### src/rtl/pwm_multi.sv
// Multi-channel centre-less PWM with shared period counter, per-channel phase/duty,
// shadowed reloads and optional dead-time insertion (enable with PWM_MULTI_DEADTIME_EN).
module pwm_multi #(
    parameter int unsigned N_CH  = 4,
    parameter int unsigned CNT_W = 16,
    parameter int unsigned DT_W  = 8
) (
    input  logic                    clk,
    input  logic                    rst_n,
    input  logic                    en,
    input  logic                    load,
    input  logic [CNT_W-1:0]        period_in,
    input  logic [N_CH*CNT_W-1:0]   duty_in,
    input  logic [N_CH*CNT_W-1:0]   phase_in,
    input  logic [DT_W-1:0]         dt_in,
    output logic [N_CH-1:0]         hi,
    output logic [N_CH-1:0]         lo,
    output logic                    sync,
    output logic                    load_ack
);

    localparam int unsigned PW  = CNT_W + 1;
    localparam int unsigned DW1 = DT_W + 1;

    logic [CNT_W-1:0]                  cnt;
    logic [CNT_W-1:0]                  period_q;
    logic [CNT_W-1:0]                  period_s;
    logic [N_CH-1:0][CNT_W-1:0]        duty_q;
    logic [N_CH-1:0][CNT_W-1:0]        phase_q;
    logic [N_CH-1:0][CNT_W-1:0]        duty_s;
    logic [N_CH-1:0][CNT_W-1:0]        phase_s;
    logic                              pending;

    logic                              wrap_c;
    logic                              xfer_c;
    logic [CNT_W-1:0]                  period_eff_c;
    logic [N_CH-1:0][CNT_W-1:0]        phase_eff_c;
    logic [N_CH-1:0][PW-1:0]           pos_c;
    logic [N_CH-1:0]                   raw_c;

    assign wrap_c = (cnt >= (period_q - CNT_W'(1)));
    assign xfer_c = pending & (~en | wrap_c);

    // Clamp shadow values on their way into the active set
    always_comb begin
        period_eff_c = (period_s < CNT_W'(2)) ? CNT_W'(2) : period_s;
        phase_eff_c  = '0;
        for (int unsigned i = 0; i < N_CH; i++) begin
            phase_eff_c[i] = (phase_s[i] >= period_eff_c) ? (period_eff_c - CNT_W'(1)) : phase_s[i];
        end
    end

    // Shadow capture, pending flag and shadow-to-active transfer
    always_ff @(posedge clk or negedge rst_n) begin
        if (!rst_n) begin
            period_s <= '0;
            duty_s   <= '0;
            phase_s  <= '0;
            pending  <= 1'b0;
            period_q <= CNT_W'(2);
            duty_q   <= '0;
            phase_q  <= '0;
            load_ack <= 1'b0;
        end else begin
            if (load) begin
                period_s <= period_in;
                duty_s   <= duty_in;
                phase_s  <= phase_in;
            end
            pending  <= load | (pending & ~xfer_c);
            load_ack <= xfer_c;
            if (xfer_c) begin
                period_q <= period_eff_c;
                duty_q   <= duty_s;
                phase_q  <= phase_eff_c;
            end
        end
    end

    // Shared period counter and start-of-period pulse
    always_ff @(posedge clk or negedge rst_n) begin
        if (!rst_n) begin
            cnt  <= '0;
            sync <= 1'b0;
        end else begin
            sync <= en & wrap_c;
            if (!en || wrap_c) begin
                cnt <= '0;
            end else begin
                cnt <= cnt + CNT_W'(1);
            end
        end
    end

    // Phase-shifted position (one conditional subtract) and raw compare
    always_comb begin
        pos_c = '0;
        raw_c = '0;
        for (int unsigned i = 0; i < N_CH; i++) begin
            pos_c[i] = PW'(cnt) + PW'(phase_q[i]);
            if (pos_c[i] >= PW'(period_q)) begin
                pos_c[i] = pos_c[i] - PW'(period_q);
            end
            raw_c[i] = (pos_c[i] < PW'(duty_q[i]));
        end
    end

`ifdef PWM_MULTI_DEADTIME_EN
    typedef enum logic [2:0] {
        IDLE       = 3'd0,
        LO_ON      = 3'd1,
        DEAD_TO_HI = 3'd2,
        HI_ON      = 3'd3,
        DEAD_TO_LO = 3'd4
    } state_t;

    logic dt_zero_c;
    assign dt_zero_c = (dt_in == '0);

    for (genvar g = 0; g < N_CH; g++) begin : g_ch
        state_t           state_q;
        state_t           state_n;
        logic [DT_W-1:0]  dcnt_q;
        logic [DT_W-1:0]  dcnt_n;
        logic             dt_done_c;
        logic             hi_q;
        logic             lo_q;

        assign dt_done_c = ((DW1'(dcnt_q) + DW1'(1)) >= DW1'(dt_in));

        always_ff @(posedge clk or negedge rst_n) begin
            if (!rst_n) begin
                state_q <= IDLE;
                dcnt_q  <= '0;
                hi_q    <= 1'b0;
                lo_q    <= 1'b0;
            end else begin
                state_q <= state_n;
                dcnt_q  <= dcnt_n;
                hi_q    <= (state_n == HI_ON);
                lo_q    <= (state_n == LO_ON);
            end
        end

        // Gate-drive sequencing with dead band between the two sides
        always_comb begin
            state_n = state_q;
            dcnt_n  = dcnt_q;
            if (!en) begin
                state_n = IDLE;
                dcnt_n  = '0;
            end else begin
                case (state_q)
                    IDLE, LO_ON: begin
                        if (raw_c[g]) begin
                            state_n = dt_zero_c ? HI_ON : DEAD_TO_HI;
                            dcnt_n  = '0;
                        end else begin
                            state_n = LO_ON;
                        end
                    end
                    DEAD_TO_HI: begin
                        if (!raw_c[g]) begin
                            state_n = LO_ON;
                        end else if (dt_done_c) begin
                            state_n = HI_ON;
                        end else begin
                            dcnt_n = dcnt_q + DT_W'(1);
                        end
                    end
                    HI_ON: begin
                        if (!raw_c[g]) begin
                            state_n = dt_zero_c ? LO_ON : DEAD_TO_LO;
                            dcnt_n  = '0;
                        end
                    end
                    DEAD_TO_LO: begin
                        if (raw_c[g]) begin
                            state_n = HI_ON;
                        end else if (dt_done_c) begin
                            state_n = LO_ON;
                        end else begin
                            dcnt_n = dcnt_q + DT_W'(1);
                        end
                    end
                    default: state_n = IDLE;
                endcase
            end
        end

        assign hi[g] = hi_q;
        assign lo[g] = lo_q;
    end
`else
    // Dead-time is not built in this configuration
    logic dt_unused_c;
    assign dt_unused_c = ^dt_in;

    always_ff @(posedge clk or negedge rst_n) begin
        if (!rst_n) begin
            hi <= '0;
            lo <= '0;
        end else if (!en) begin
            hi <= '0;
            lo <= '0;
        end else begin
            hi <= raw_c;
            lo <= ~raw_c;
        end
    end
`endif

endmodule

### config.mk
export PLATFORM = sky130hd
export DESIGN_NAME = pwm_multi
export DESIGN_NICKNAME = d
export VERILOG_FILES = /design/src/rtl/pwm_multi.sv
export SDC_FILE = /design/constraint.sdc
export NUM_CORES = 1
export LEC_CHECK = 0
export BUFFER_PORTS_ARGS = -buffer_cell sky130_fd_sc_hd__buf_2
export CAP_MARGIN = 10
export CORE_MARGIN = 2
export CORE_UTILIZATION = 50
export CTS_CLUSTER_DIAMETER = 50
export DETAILED_ROUTE_END_ITERATION = 7
export MAX_ROUTING_LAYER = met4
export PLACE_DENSITY = 0.76
export SLEW_MARGIN = 20
export SYNTH_ARGS = -nofsm -noshare
export SYNTH_HDL_FRONTEND = slang
export SYNTH_SLANG_ARGS = --single-unit
### constraint.sdc
create_clock -name clk -period 13 [get_ports clk]
set_input_delay 2.6 -clock clk [delete_from_list [all_inputs] [get_ports clk]]
set_output_delay 2.6 -clock clk [all_outputs]
set_load 0.03 [all_outputs]
---- Word level (Yosys, flattened, before mapping) ----
Index checks and enable logic that the tools add are counted.
cells by class
  shift-type cells ........................ 0
  $add $sub $neg .......................... 11
  equality and inequality tests ........... 0
  $lt $le $gt $ge ......................... 14
  multiply operators ...................... 0
  div/mod/pow operators ................... 0
  reductions and logical operators ........ 2
  muxes and demuxes ....................... 12
  bitwise gates (word level) .............. 8
operator list
  operator               count
  $mux 16                6
  $ge 16x16->1           5
  $add 16x16->17         4
  $ge 17x16->1           4
  $lt 17x16->1           4
  $mux 17                4
  $sub 17x16->17         4
  $sub 16x1->16 const B  2
  $add 16x1->16 const B  1
  $lt 16x2->1 const B    1
  $mux 4                 2
  $not 4->4              1
  $and 1x1->1            3
  $not 1->1              2
  $or 1x1->1             2
  $logic_not 1->1        1
  $logic_or 1x1->1       1
word-level totals
  memories kept ........................... 0
  register bits ........................... 315
  bits of input ports ..................... 156
  ROM bits ................................ 0
  bits in latches ......................... 0
  memory bits (writable) .................. 0
  word-level logic and storage cells ...... 71
  output and inout port bits .............. 10

---- Logic depth before layout (Yosys ltp) ----
Gate-level depths: netlist of run 1.
  word-level depth ........................ 7
  gate-level depth with buffers ........... 29

---- Least setup slack after synthesis of run 1 ----
Ideal clock, no wire load.
  kind .................................... register -> register
  start point ............................. register cnt[1]
  end point ............................... register hi[0]
  path buffers ............................ 1
  setup time .............................. 0.125 ns
  period minus slack after synthesis ...... 5.530 ns
  required time ........................... 12.875 ns
  cell stages (with the launch flop) ...... 26
  data arrival time ....................... 5.405 ns
  path slack .............................. 7.470 ns
  path through ............................ dfrtp_1 -> inv_1 -> fa_1 -> nand2b_1 -> a21o_1 -> a21oi_1 -> a41o_1 -> o21a_1 -> nor2_1 -> xnor2_1 -> ha_1 -> and2_1 -> a22o_1 -> o21ai_0 -> o211a_1 -> and3_1 -> clkbuf_1 -> o21ai_0 -> ha_1 -> a21o_1 -> a21o_1 -> a211oi_1 -> o21bai_1 -> a211oi_1 -> o21ai_0 -> a2111oi_0
on the way
  word-level cells in the longest chain between the ends .. 5
  elaborated cells between the ends (all ways) .. 6
  classes of those cells .................. 2 x add/sub; 2 x order compare; 2 x mux
RTL lines
  what                                                   RTL line  text
  start: declaration                                     25        logic [CNT_W-1:0] cnt;
  start signal: assignment                               90        cnt <= cnt + CNT_W'(1);
  $add 16x16->17 *                                       100       pos_c[i] = PW'(cnt) + PW'(phase_q[i]);
  $sub 17x16->17 / $ge 17x16->1 (equally long branches)  102, 101
  $mux 17 *                                              101       if (pos_c[i] >= PW'(period_q)) begin
  $lt 17x16->1 *                                         104       raw_c[i] = (pos_c[i] < PW'(duty_q[i]));
  $mux 4 *                                               203       end else if (!en) begin
  end signal: assignment                                 207       hi <= raw_c;
  end: declaration                                       16        output logic [N_CH-1:0] hi,
Every way passes the cells marked *; elsewhere a longest branch is shown, timed or not.
A chain may end at the register's enable or synchronous reset.

---- Worst setup path in the final report of run 1 ----
Ends and elaborated chain as after synthesis.

==> summary.txt, run 1 <==
Yosys
  • Number of synthesized flops with an enable pin: 0
  • Top_reg_cell synth: dfrtp_1
  • Yosys cell types: 73
  • Syn Area/Cell: 10.2 µm²
  • Ys async rst share: 1.00
  • Top post-synthesis cells by area: dfrtp_1, mux2_2, ha_1, xnor2_1, o21ai_0
  • Biggest area consumer among synthesized cells: dfrtp_1
  • Top post-synthesis cells by count: mux2_2, dfrtp_1, ha_1
  • Syn Inst Count: 2205
  • Synthesized cell area: 22500 µm²
  • YS warnings: 0
  • Post-synth top area share: 0.349
  • Sequential cell area fraction in the yosys report: 0.350
  • Count leader, synth: mux2_2
  • Syn Nets: around 2600
  • Flops & latches, synth: 315

Status
  • Status: finished clean

Setup path
  • CP max stage delay: approximately 670 ps
  • Slowest CP cell: dfrtp_1
  • Worst reg2reg setup slack: 5730 ps
  • Startpoint types: flip-flop
  • Worst-case reg-to-reg path depth: 24
  • Reg2reg end: hi[0]
  • Worst R2R Start: cnt[1]
  • Top Family by Delay on Critical Path: compound AO/OA/AOI/OAI gates
  • Arr. time, crit path: 7680 ps
  • Critical path class: reg -> reg
  • CP Data Required Time: around 13000 ps
  • Worst-path maximum fanout: 21
  • CP cell instances: inv_1 > fa_1 > nand2b_1 > a21o_1 > a21oi_1 > a41o_1 > o21a_1 > nor2_1 > xnor2_1 > ha_1 > and2_1 > a22o_1 > o21ai_0 > o211a_1 > and3_1 > o21ai_0 > ha_1 > a21o_1 > a21o_1 > a211oi_1 > o21bai_1 > a211oi_1 > o21ai_0 > a2111oi_0
  • Buffers & Inverters on Critical Path: 1
  • Crit end category: flip-flop

Hold path
  • Worst hold endpoint: duty_q[19]
  • Tightest Hold Check Type: reg -> reg
  • Hold path depth: 1
  • Hold Crit Start: duty_s[19]

STA
  • RSZ-0062 raised after global routing: no
  • Rel. slew slack: 0.239
  • Final Critical Period: just over 7000 ps
  • Slew @ Worst Pin: 1140 ps
  • Worst Skew: between 40 and 50 ps
  • Setup TNS: 0 ps
  • Final Setup Violations: 0
  • Max-slew violation count: 0
  • Hold Violations, Final: 0
  • Tcrit/Tclk final: 0.560
  • Fmax: 137 MHz

Finish
  • Util after Layout: 0.570
  • Ant. Diodes: 0
  • NumNets Final: 2805
  • Layout cell share with drive strength beyond 1: 0.243
  • Layout area overhead: 12.1%

CTS
  • Clk sinks: 315
  • CTS tree: built
  • Clock slew at reported path FFs: 60 ps
  • Resized cells post-CTS: 0
  • CTS buffer count: 39
  • # H-tree levels: 2
  • Post-CTS Setup Bufs: 0
  • Clk root buf: clkbuf_16
  • Clock buffer depth: 3
  • Hold_buf cts: 0
  • Later-pin clock latency in the skew report: 580 ps

Pwr
  • Power per Cell Area: 192 nW/µm²
  • Sw Share: 0.408
  • P_leak: 12.1 nW
  • NetSw: 1.99 mW
  • Combinational Power Share: 0.511
  • Reg power frac: 0.267
  • Clock share of power: 0.222
  • Max VDD drop: 0.111 mV
  • Pint: between 2 and 3 mW

Floorplanning
  • Die Y: 216 µm
  • Initial Util: 0.509
  • FP Rows: 77
  • I/O pin count: 166
  • Core ar.: 44300 µm²
  • Die area: ~47000 µm²
  • Die X: between 200 and 250 µm

Global route
  • Vias in the first global route: 17626
  • Gr ovfl total: 0
  • Initial antenna violation count: 1
  • First-pass GRT wire length: approximately 97000 µm
  • Total GRT Usage: 0.274
  • Largest net degree at the start of global routing: 114

Routing
  • Via-to-Cell Ratio: approximately 5.9
  • Antenna Nets Post-Route: 0
  • Wire per inst: 20.8 µm
  • DRC viols: 0
  • Detailed-router iteration count before antenna repair: 5
  • Routed wire length: 62300 µm
  • Iteration-0 DRC Markers: 1352
  • Via count: ~18000

Placed design
  • DP HPWL: about 47000 µm
  • IO buf count: 157
  • RePlAce Congestion: 0.927

Run
  • Max_cap viols: 0
-- state kept, by name (all words and copies together), names as in the netlist --
register and count:
cnt 16, duty_q 64, duty_s 64, hi 4, lo 4, load_ack 1, pending 1, period_q 16
period_s 16, phase_q 64, phase_s 64, sync 1
-- metrics by stage --
stage	hold WS (ps)	instance area, µm²	power [mW]	setup slack (ps)	std cells
5_1_grt	511	25300	5.23	5270	2993
6_report	493	25300	4.86	5730	2993
2_1_floorplan	477	22500	3.12	7470	2205
4_1_cts	498	25300	4.87	5870	2993
3_3_place_gp	488	24000	3.68	6050	2921
3_5_place_dp	491	24000	3.76	5900	2921
-- how the worst max path moves through the flow --
stage           start     to  slack [ps]  cells past startpoint
3_5_place_dp   cnt[1]  hi[0]        5900                     24
6_report       cnt[1]  hi[0]        5730                     24
4_1_cts        cnt[1]  hi[0]        5870                     24
2_1_floorplan  cnt[1]  hi[0]        7470                     25
3_3_place_gp   cnt[1]  hi[1]        6050                     25
5_1_grt        cnt[1]  hi[0]        5270                     24
-- routing by layer --
metal | GRT usage | up-vias | wire length, µm
met4 | 0.123 | 0 | 2890
met2 | 0.439 | 564 | 29100
met1 | 0.343 | 8675 | 26500
met3 | 0.0413 | 154 | 3700
li1 | - | 8367 | -
met5 | - | - | 0
-- worst reg2reg max path, stage by stage (launching register included) --
cell and delay [ps]:
dfrtp_1 670, inv_1 440, fa_1 560, nand2b_1 190, a21o_1 170, a21oi_1 370
a41o_1 310, o21a_1 140, nor2_1 50, xnor2_1 200, ha_1 300, and2_1 200
a22o_1 210, o21ai_0 260, o211a_1 240, and3_1 610, o21ai_0 280, ha_1 340
a21o_1 180, a21o_1 170, a211oi_1 220, o21bai_1 90, a211oi_1 240, o21ai_0 200
a2111oi_0 480
-- layout by cell type, fill, tap and decap left out, types with 29 or more instances in the layout --
cell         n
nor2_1     120
a21o_1      68
mux2_2     320
nand3_1     35
inv_1      136
xor2_1      49
ha_1       271
buf_2      155
o21a_1      29
o21ai_0    126
clkbuf_16   39
nor3_1      41
nand2_1    125
xnor2_1     84
dfrtp_1    314
a21oi_1    123
-- kinds of logic (layout without fill, tap and decap cells) --
| logic type | count (synthesis) | after routing | share of synthesized area |
|---|---|---|---|
| AOI/OAI and AO/OA | 484 | 484 | 0.139 |
| xor gates and xnor gates | 133 | 133 | 0.0517 |
| DFF | 315 | 315 | 0.350 |
| buffers and inverters | 183 | 379 | 0.0314 |
| muxes | 344 | 344 | 0.171 |
| and+or+nand+nor | 467 | 467 | 0.101 |
| adders and majority gates | 279 | 279 | 0.158 |
-- power by group through the flow --
stage	clock network, mW	registers, mW	logic [mW]
floorplan	0	1.26	1.87
global placement	0	1.31	2.38
detailed placement	0	1.31	2.45
CTS	1.10	1.30	2.47
global route	1.14	1.31	2.77
finish	1.08	1.30	2.49
-- layout make-up --
type / count / area (µm²)
well taps: 592 / 741
inverters: 136 / 510
fillers: 3788 / 19000
repair buffers: 171 / 907
clock inverters: 19 / 170
flip-flops and latches: 315 / 7880
multi-input cells: 1707 / 14000
clock buffers: 53 / 1110
(Power assumes the default switching activity.)
==> run 2: changes to the inputs <==
==> constraint.sdc (replaced) <==
create_clock -name clk -period 7.1 [get_ports clk]
set_input_delay 1.42 -clock clk [delete_from_list [all_inputs] [get_ports clk]]
set_output_delay 1.42 -clock clk [all_outputs]
set_load 0.03 [all_outputs]
==> summary.txt, run 2 (synthesis results as in run 1) <==
Finish
  • Fill count: 3802 (+0.37%)
  • Layout cell share with drive strength beyond 1: 0.246 (+0.00230)
  • Storage cell area: 7880 µm² (unchanged)
  • Ant. Diodes: 0 (unchanged)
  • Post-route cell area: 25400 µm² (+0.58%)
  • Commonest non-fill, non-tap cell in the layout: mux2_2
  • Util after Layout: 0.574 (+0.00330)
  • Most frequent cells in the layout: mux2_2, dfrtp_1, ha_1
  • Area of the multi-input gates: 14000 µm² (unchanged)
  • NumNets Final: 2813 (+0.29%)
  • Layout area overhead: 12.8%

Placed design
  • Post-placement worst setup slack: 724 ps (-5180 ps)
  • DP HPWL: 47400 µm (+1.1%)
  • IO buf count: 157 (unchanged)
  • Placed instance area: 24100 µm² (+0.30%)
  • RePlAce Congestion: 0.961 (+3.7%)

STA
  • Max-slew violation count: 0 (unchanged)
  • Hold Violations, Final: 0 (unchanged)
  • Fmax: 154 MHz (+12%)
  • Worst Skew: 34.6 ps (-6.17 ps)
  • Final Setup Violations: 0 (unchanged)
  • RSZ-0062 raised after global routing: no
  • Final hold slack: 498 ps (+5.36 ps)
  • Rel. slew slack: 0.305 (+0.0659)
  • Slew @ Worst Pin: 1040 ps (-98.8 ps)
  • Setup TNS: 0 ps (unchanged)
  • Fin worst setup slack: 608 ps (-5120 ps)
  • Tcrit/Tclk final: 0.914 (+0.355)
  • Final Critical Period: 6490 ps (-783 ps)

CTS
  • Clk root buf: clkbuf_16
  • CTS buffer count: 39 (unchanged)
  • # H-tree levels: 2 (unchanged)
  • Hold_buf cts: 0 (unchanged)
  • Clk sinks: 315 (unchanged)
  • Resized cells post-CTS: 0 (unchanged)
  • Clock buffer depth: 3 (unchanged)
  • CTS tree: built
  • Clock slew at reported path FFs: 60 ps (about the same)
  • Later-pin clock latency in the skew report: 580 ps (about the same)
  • Post-CTS Setup Bufs: 0 (unchanged)

Routing
  • Via-to-Cell Ratio: 5.96 (+0.50%)
  • Wire per inst: 20.8 µm (about the same)
  • Via count: 17884 (+0.70%)
  • Detailed-router iteration count before antenna repair: 5 (unchanged)
  • DRC viols: 0 (unchanged)
  • Antenna Nets Post-Route: 0 (unchanged)
  • Iteration-0 DRC Markers: 1334 (-1.3%)
  • Routed wire length: 62400 µm (+0.28%)

Pwr
  • Pint: 5.42 mW (+88%)
  • Reg power frac: 0.261 (-0.006)
  • NetSw: 3.65 mW (+84%)
  • Sw Share: 0.402 (-0.00592)
  • Clock share of power: 0.232 (+0.010)
  • Max VDD drop: 0.276 mV (+150%)
  • Power per Cell Area: 357 nW/µm² (+85%)
  • Combinational Power Share: 0.507 (-0.004)
  • P_leak: 12.2 nW (+0.69%)

Setup path
  • Startpoint types: flip-flop
  • Worst-path maximum fanout: 11 (-48%)
  • Critical path class: reg -> reg
  • Crit end category: flip-flop
  • CP Data Required Time: 7550 ps (-5860 ps)
  • Arr. time, crit path: 6940 ps (-740 ps)
  • Worst reg2reg setup slack: 610 ps (-5120 ps)

Global route
  • Gr ovfl total: 0 (unchanged)
  • Total GRT Usage: 0.276 (+0.00226)
  • First-pass GRT wire length: 97900 µm (+1.2%)
  • Initial antenna violation count: 0 (-1)
  • Vias in the first global route: 18058 (+2.5%)
  • Largest net degree at the start of global routing: 152 (+33%)

Floorplanning
  • Die Y: 216 µm (unchanged)
  • I/O pin count: 166 (unchanged)
  • Die area: 46800 µm² (unchanged)
  • Die X: 216 µm (unchanged)
  • FP Rows: 77 (unchanged)
  • Core ar.: 44300 µm² (unchanged)
  • Initial Util: 0.509 (unchanged)

Run
  • Max_cap viols: 0 (unchanged)

Status
  • Status: finished clean

Hold path
  • Tightest Hold Check Type: reg -> reg
[run 2: path summary, 6_finish.rpt]
check / depth (start not counted) / start / end
min in group asynchronous: 1 / rst_n / duty_s[23]
max: 23 / cnt[5] / lo[3]
max reg2reg: 23 / cnt[5] / lo[3]
max in group asynchronous: 2 / rst_n / phase_q[52]
min reg2reg: 1 / duty_s[63] / duty_q[63]
min: 1 / duty_s[63] / duty_q[63]
[run 2: area by class of cell]
type	instances	area share
clock buffer	47	0.0407
clock inverter	23	0.0125
timing repair buffer	179	0.0385
inverter	136	0.0201
sequential	315	0.310
tap	592	0.0291
multi-input combinational	1707	0.549
[run 2: stage by stage]
| step | total power [mW] | std cells |
|---|---|---|
| global route | 9.76 | 2999 |
| CTS | 9.09 | 2999 |
| floorplan | 5.72 | 2205 |
| global placement | 6.76 | 2929 |
| detailed placement | 6.93 | 2929 |
| finish | 9.07 | 2999 |
[run 2: power groups by stage]
stage          Combinational [mW]  Sequential (mW)  Clock (mW)
2_1_floorplan                3.42             2.30           0
3_3_place_gp                 4.38             2.39           0
3_5_place_dp                 4.53             2.40           0
4_1_cts                      4.57             2.37        2.14
5_1_grt                      5.15             2.40        2.22
6_report                     4.59             2.37        2.10
[run 2: critical path, stage by stage (launching register included)]
cell,delay (ps)
dfrtp_1,590
ha_1,360
or3_1,420
o311ai_1,420
a21oi_1,170
a41o_1,300
o41ai_1,430
xnor2_1,220
ha_1,400
and3_1,200
o21ai_0,80
o21a_1,200
nand2_1,290
buf_4,270
mux2_2,370
ha_1,320
a21oi_1,130
o21ai_0,90
nand2_1,70
o311ai_0,110
o221ai_1,220
o21ai_0,120
o31a_1,370
and2_1,180
[run 2: routing by layer]
metal  GRT usage  vias up  part of all wire
met5           -        -                 0
met4       0.122        0             0.048
met3      0.0515      173             0.066
met2       0.442      595              0.47
met1       0.341     8730              0.42
li1            -     8386                 -
==> run 3: changes to the inputs <==
--- a/config.mk
+++ b/config.mk
@@ -7,12 +7,12 @@
 export LEC_CHECK = 0
 export BUFFER_PORTS_ARGS = -buffer_cell sky130_fd_sc_hd__buf_2
 export CAP_MARGIN = 10
-export CORE_MARGIN = 2
+export CORE_MARGIN = 5
 export CORE_UTILIZATION = 50
 export CTS_CLUSTER_DIAMETER = 50
 export DETAILED_ROUTE_END_ITERATION = 7
 export MAX_ROUTING_LAYER = met4
-export PLACE_DENSITY = 0.76
+export PLACE_DENSITY = 0.79
 export SLEW_MARGIN = 20
 export SYNTH_ARGS = -nofsm -noshare
 export SYNTH_HDL_FRONTEND = slang
==> constraint.sdc (replaced) <==
create_clock -name clk -period 5.92 [get_ports clk]
set_input_delay 1.184 -clock clk [delete_from_list [all_inputs] [get_ports clk]]
set_output_delay 1.184 -clock clk [all_outputs]
set_load 0.03 [all_outputs]
==> summary.txt, run 3 (synthesis results as in run 1) <==
Status
  • Status: finished clean

STA
  • Final Setup Violations: 0 (unchanged)
  • Final hold slack: 501 ps (+2.53 ps)
  • Slew @ Worst Pin: 1000 ps (-39.8 ps)
  • Fmax: 175 MHz (+14%)
  • Fin worst setup slack: 217 ps (-392 ps)
  • Final Critical Period: 5700 ps (-788 ps)
  • Hold Violations, Final: 0 (unchanged)
  • Rel. slew slack: 0.324 (+0.0194)
  • Worst Skew: 35.4 ps (+0.786 ps)
  • Setup TNS: 0 ps (unchanged)
  • Tcrit/Tclk final: 0.963 (+0.0491)
  • Max-slew violation count: 0 (unchanged)

Global route
  • Total GRT Usage: 0.261 (-0.0153)
  • Met2 Use GR: 0.422 (-0.0199)
  • Vias in the first global route: 18526 (+2.6%)
  • Gr ovfl total: 0 (unchanged)
  • Largest net degree at the start of global routing: 139 (-8.6%)
  • Met3 usage: 0.0467 (-0.00479)
  • M1 GR Usage: 0.322 (-0.0188)
  • Initial antenna violation count: 0 (unchanged)
  • First-pass GRT wire length: 101000 µm (+2.7%)
  • GRT busiest layer: met2

Hold path
  • Tightest Hold Check Type: reg -> reg
  • Hold Crit Start: duty_s[53]

Routing
  • Antenna Nets Post-Route: 0 (unchanged)
  • Routed wire length: 64900 µm (+3.9%)
  • Iteration-0 DRC Markers: 1411 (+5.8%)
  • Via-to-Cell Ratio: 5.96 (about the same)
  • DRC viols: 0 (unchanged)
  • Detailed-router iteration count before antenna repair: 5 (unchanged)
  • Wire per inst: 21.1 µm (+1.4%)
  • Via count: 18325 (+2.5%)

Finish
  • NumNets Final: 2888 (+2.7%)
  • Fill count: 3675 (-3.3%)
  • Most frequent cells in the layout: mux2_2, dfrtp_1, ha_1
  • Area of the multi-input gates: 14300 µm² (+2.5%)
  • Util after Layout: 0.595 (+0.0217)
  • Storage cell area: 7890 µm² (about the same)
  • Layout area overhead: 17.3%
  • Layout cell share with drive strength beyond 1: 0.295 (+0.0491)
  • Ant. Diodes: 0 (unchanged)
  • Commonest non-fill, non-tap cell in the layout: mux2_2

Floorplanning
  • Initial Util: 0.508 (-0.00110)
  • Die area: 49400 µm² (+5.6%)
  • Core ar.: 44400 µm² (+0.22%)
  • Die Y: 222 µm (+2.8%)
  • FP Rows: 77 (unchanged)
  • I/O pin count: 166 (unchanged)
  • Die X: 222 µm (+2.8%)

Pwr
  • Sw Share: 0.403 (+0.000627)
  • Clock share of power: 0.226 (-0.006)
  • P_leak: 12.7 nW (+4.0%)
  • Combinational Power Share: 0.525 (+0.018)
  • Pint: 6.82 mW (+26%)
  • Max VDD drop: 0.293 mV (+6.3%)
  • Power per Cell Area: 432 nW/µm² (+21%)
  • NetSw: 4.60 mW (+26%)
  • Reg power frac: 0.249 (-0.012)

Setup path
  • Critical path origin: cnt[1]
  • Arr. time, crit path: 6170 ps (-770 ps)
  • Startpoint types: flip-flop
  • Worst R2R Start: cnt[1]
  • Slowest CP cell: dfrtp_1
  • Crit end category: flip-flop
  • Crit path top cell by count: ha_1
  • Top Family by Delay on Critical Path: compound AO/OA/AOI/OAI gates
  • Worst-path maximum fanout: 8 (-3)
  • Buffers & Inverters on Critical Path: 3 (+2)
  • CP max stage delay: 420 ps (-170 ps)
  • Critical path class: reg -> reg
  • CP Data Required Time: 6390 ps (-1160 ps)

CTS
  • Clock buffer depth: 3 (unchanged)
  • Clk sinks: 315 (unchanged)
  • Hold_buf cts: 0 (unchanged)
  • Later-pin clock latency in the skew report: 600 ps (+20 ps)
  • CTS buffer count: 41 (+5.1%)
  • Clock slew at reported path FFs: 60 ps (about the same)
  • # H-tree levels: 2 (unchanged)
  • Clk root buf: clkbuf_16
  • CTS tree: built

Placed design
  • RePlAce Congestion: 0.986 (+2.5%)
  • Post-placement worst setup slack: 44.4 ps (-680 ps)
  • DP HPWL: 49300 µm (+3.8%)
  • IO buf count: 157 (unchanged)

Run
  • Max_cap viols: 0 (unchanged)
## run 3: cell count changes in the layout (fill, tap and decap cells not counted), sizes merged
| cell | delta |
|---|---|
| buf | +73 |
| clkbuf | +3 |
| bufinv | -2 |
| clkinv | +2 |
| clkinvlp | -2 |
## run 3: routing by layer
metal  part of all wire  vias up
met5                  0        -
li1                   -     8539
met3              0.067      222
met2               0.47      688
met1               0.41     8876
met4              0.052        0
## run 3: cell type report
cell class	instances	share of cell area
Tap cell	592	0.0280
Sequential cell	315	0.298
Inverter	136	0.0194
Clock buffer	50	0.0420
Timing Repair Buffer	252	0.0596
Multi-Input combinational cell	1707	0.541
Clock inverter	21	0.0113
## run 3: through the flow
step                      instance area [µm²]  cells  power [mW]
final                                   26400   3073        11.4
after global routing                    26400   3073        12.3
after CTS                               26000   3061        11.2
after detailed placement                24600   2990        8.57
after global placement                  24600   2990        8.38
after floorplan                         22500   2205        6.86
## run 3: power by group through the flow
stage	registers (mW)	logic, mW	clock network, mW
after CTS	2.84	5.75	2.63
after global routing	2.87	6.67	2.72
final	2.84	6.00	2.58
after detailed placement	2.87	5.70	0
after floorplan	2.76	4.10	0
after global placement	2.86	5.53	0
## run 3: path summary, 6_finish.rpt
kind	endpoint	depth (start not counted)	slack, ps
hold reg to reg	duty_q[53]	1	500
hold / removal	duty_q[53]	1	500
setup / recovery	lo[3]	26	220
max in group asynchronous	cnt[4]	2	3890
min in group asynchronous	duty_s[26]	1	670
setup reg to reg	lo[3]	26	220
## run 3: worst reg2reg max path, delay by kind of cell (launching register included)
kind / cells / cell delay, ps
flops: 1 / 420
compound gates: 12 / 2460
xor+xnor: 1 / 150
simple gates: 6 / 740
buf+inv: 3 / 440
fa+ha+maj: 3 / 1030
mux: 1 / 350
## run 3: what timing repair did
item,CTS,global route
buffers inserted,0,12
resized for setup,0,84
setup endpoints to repair,0,8
endpoints found under the hold margin,0,0
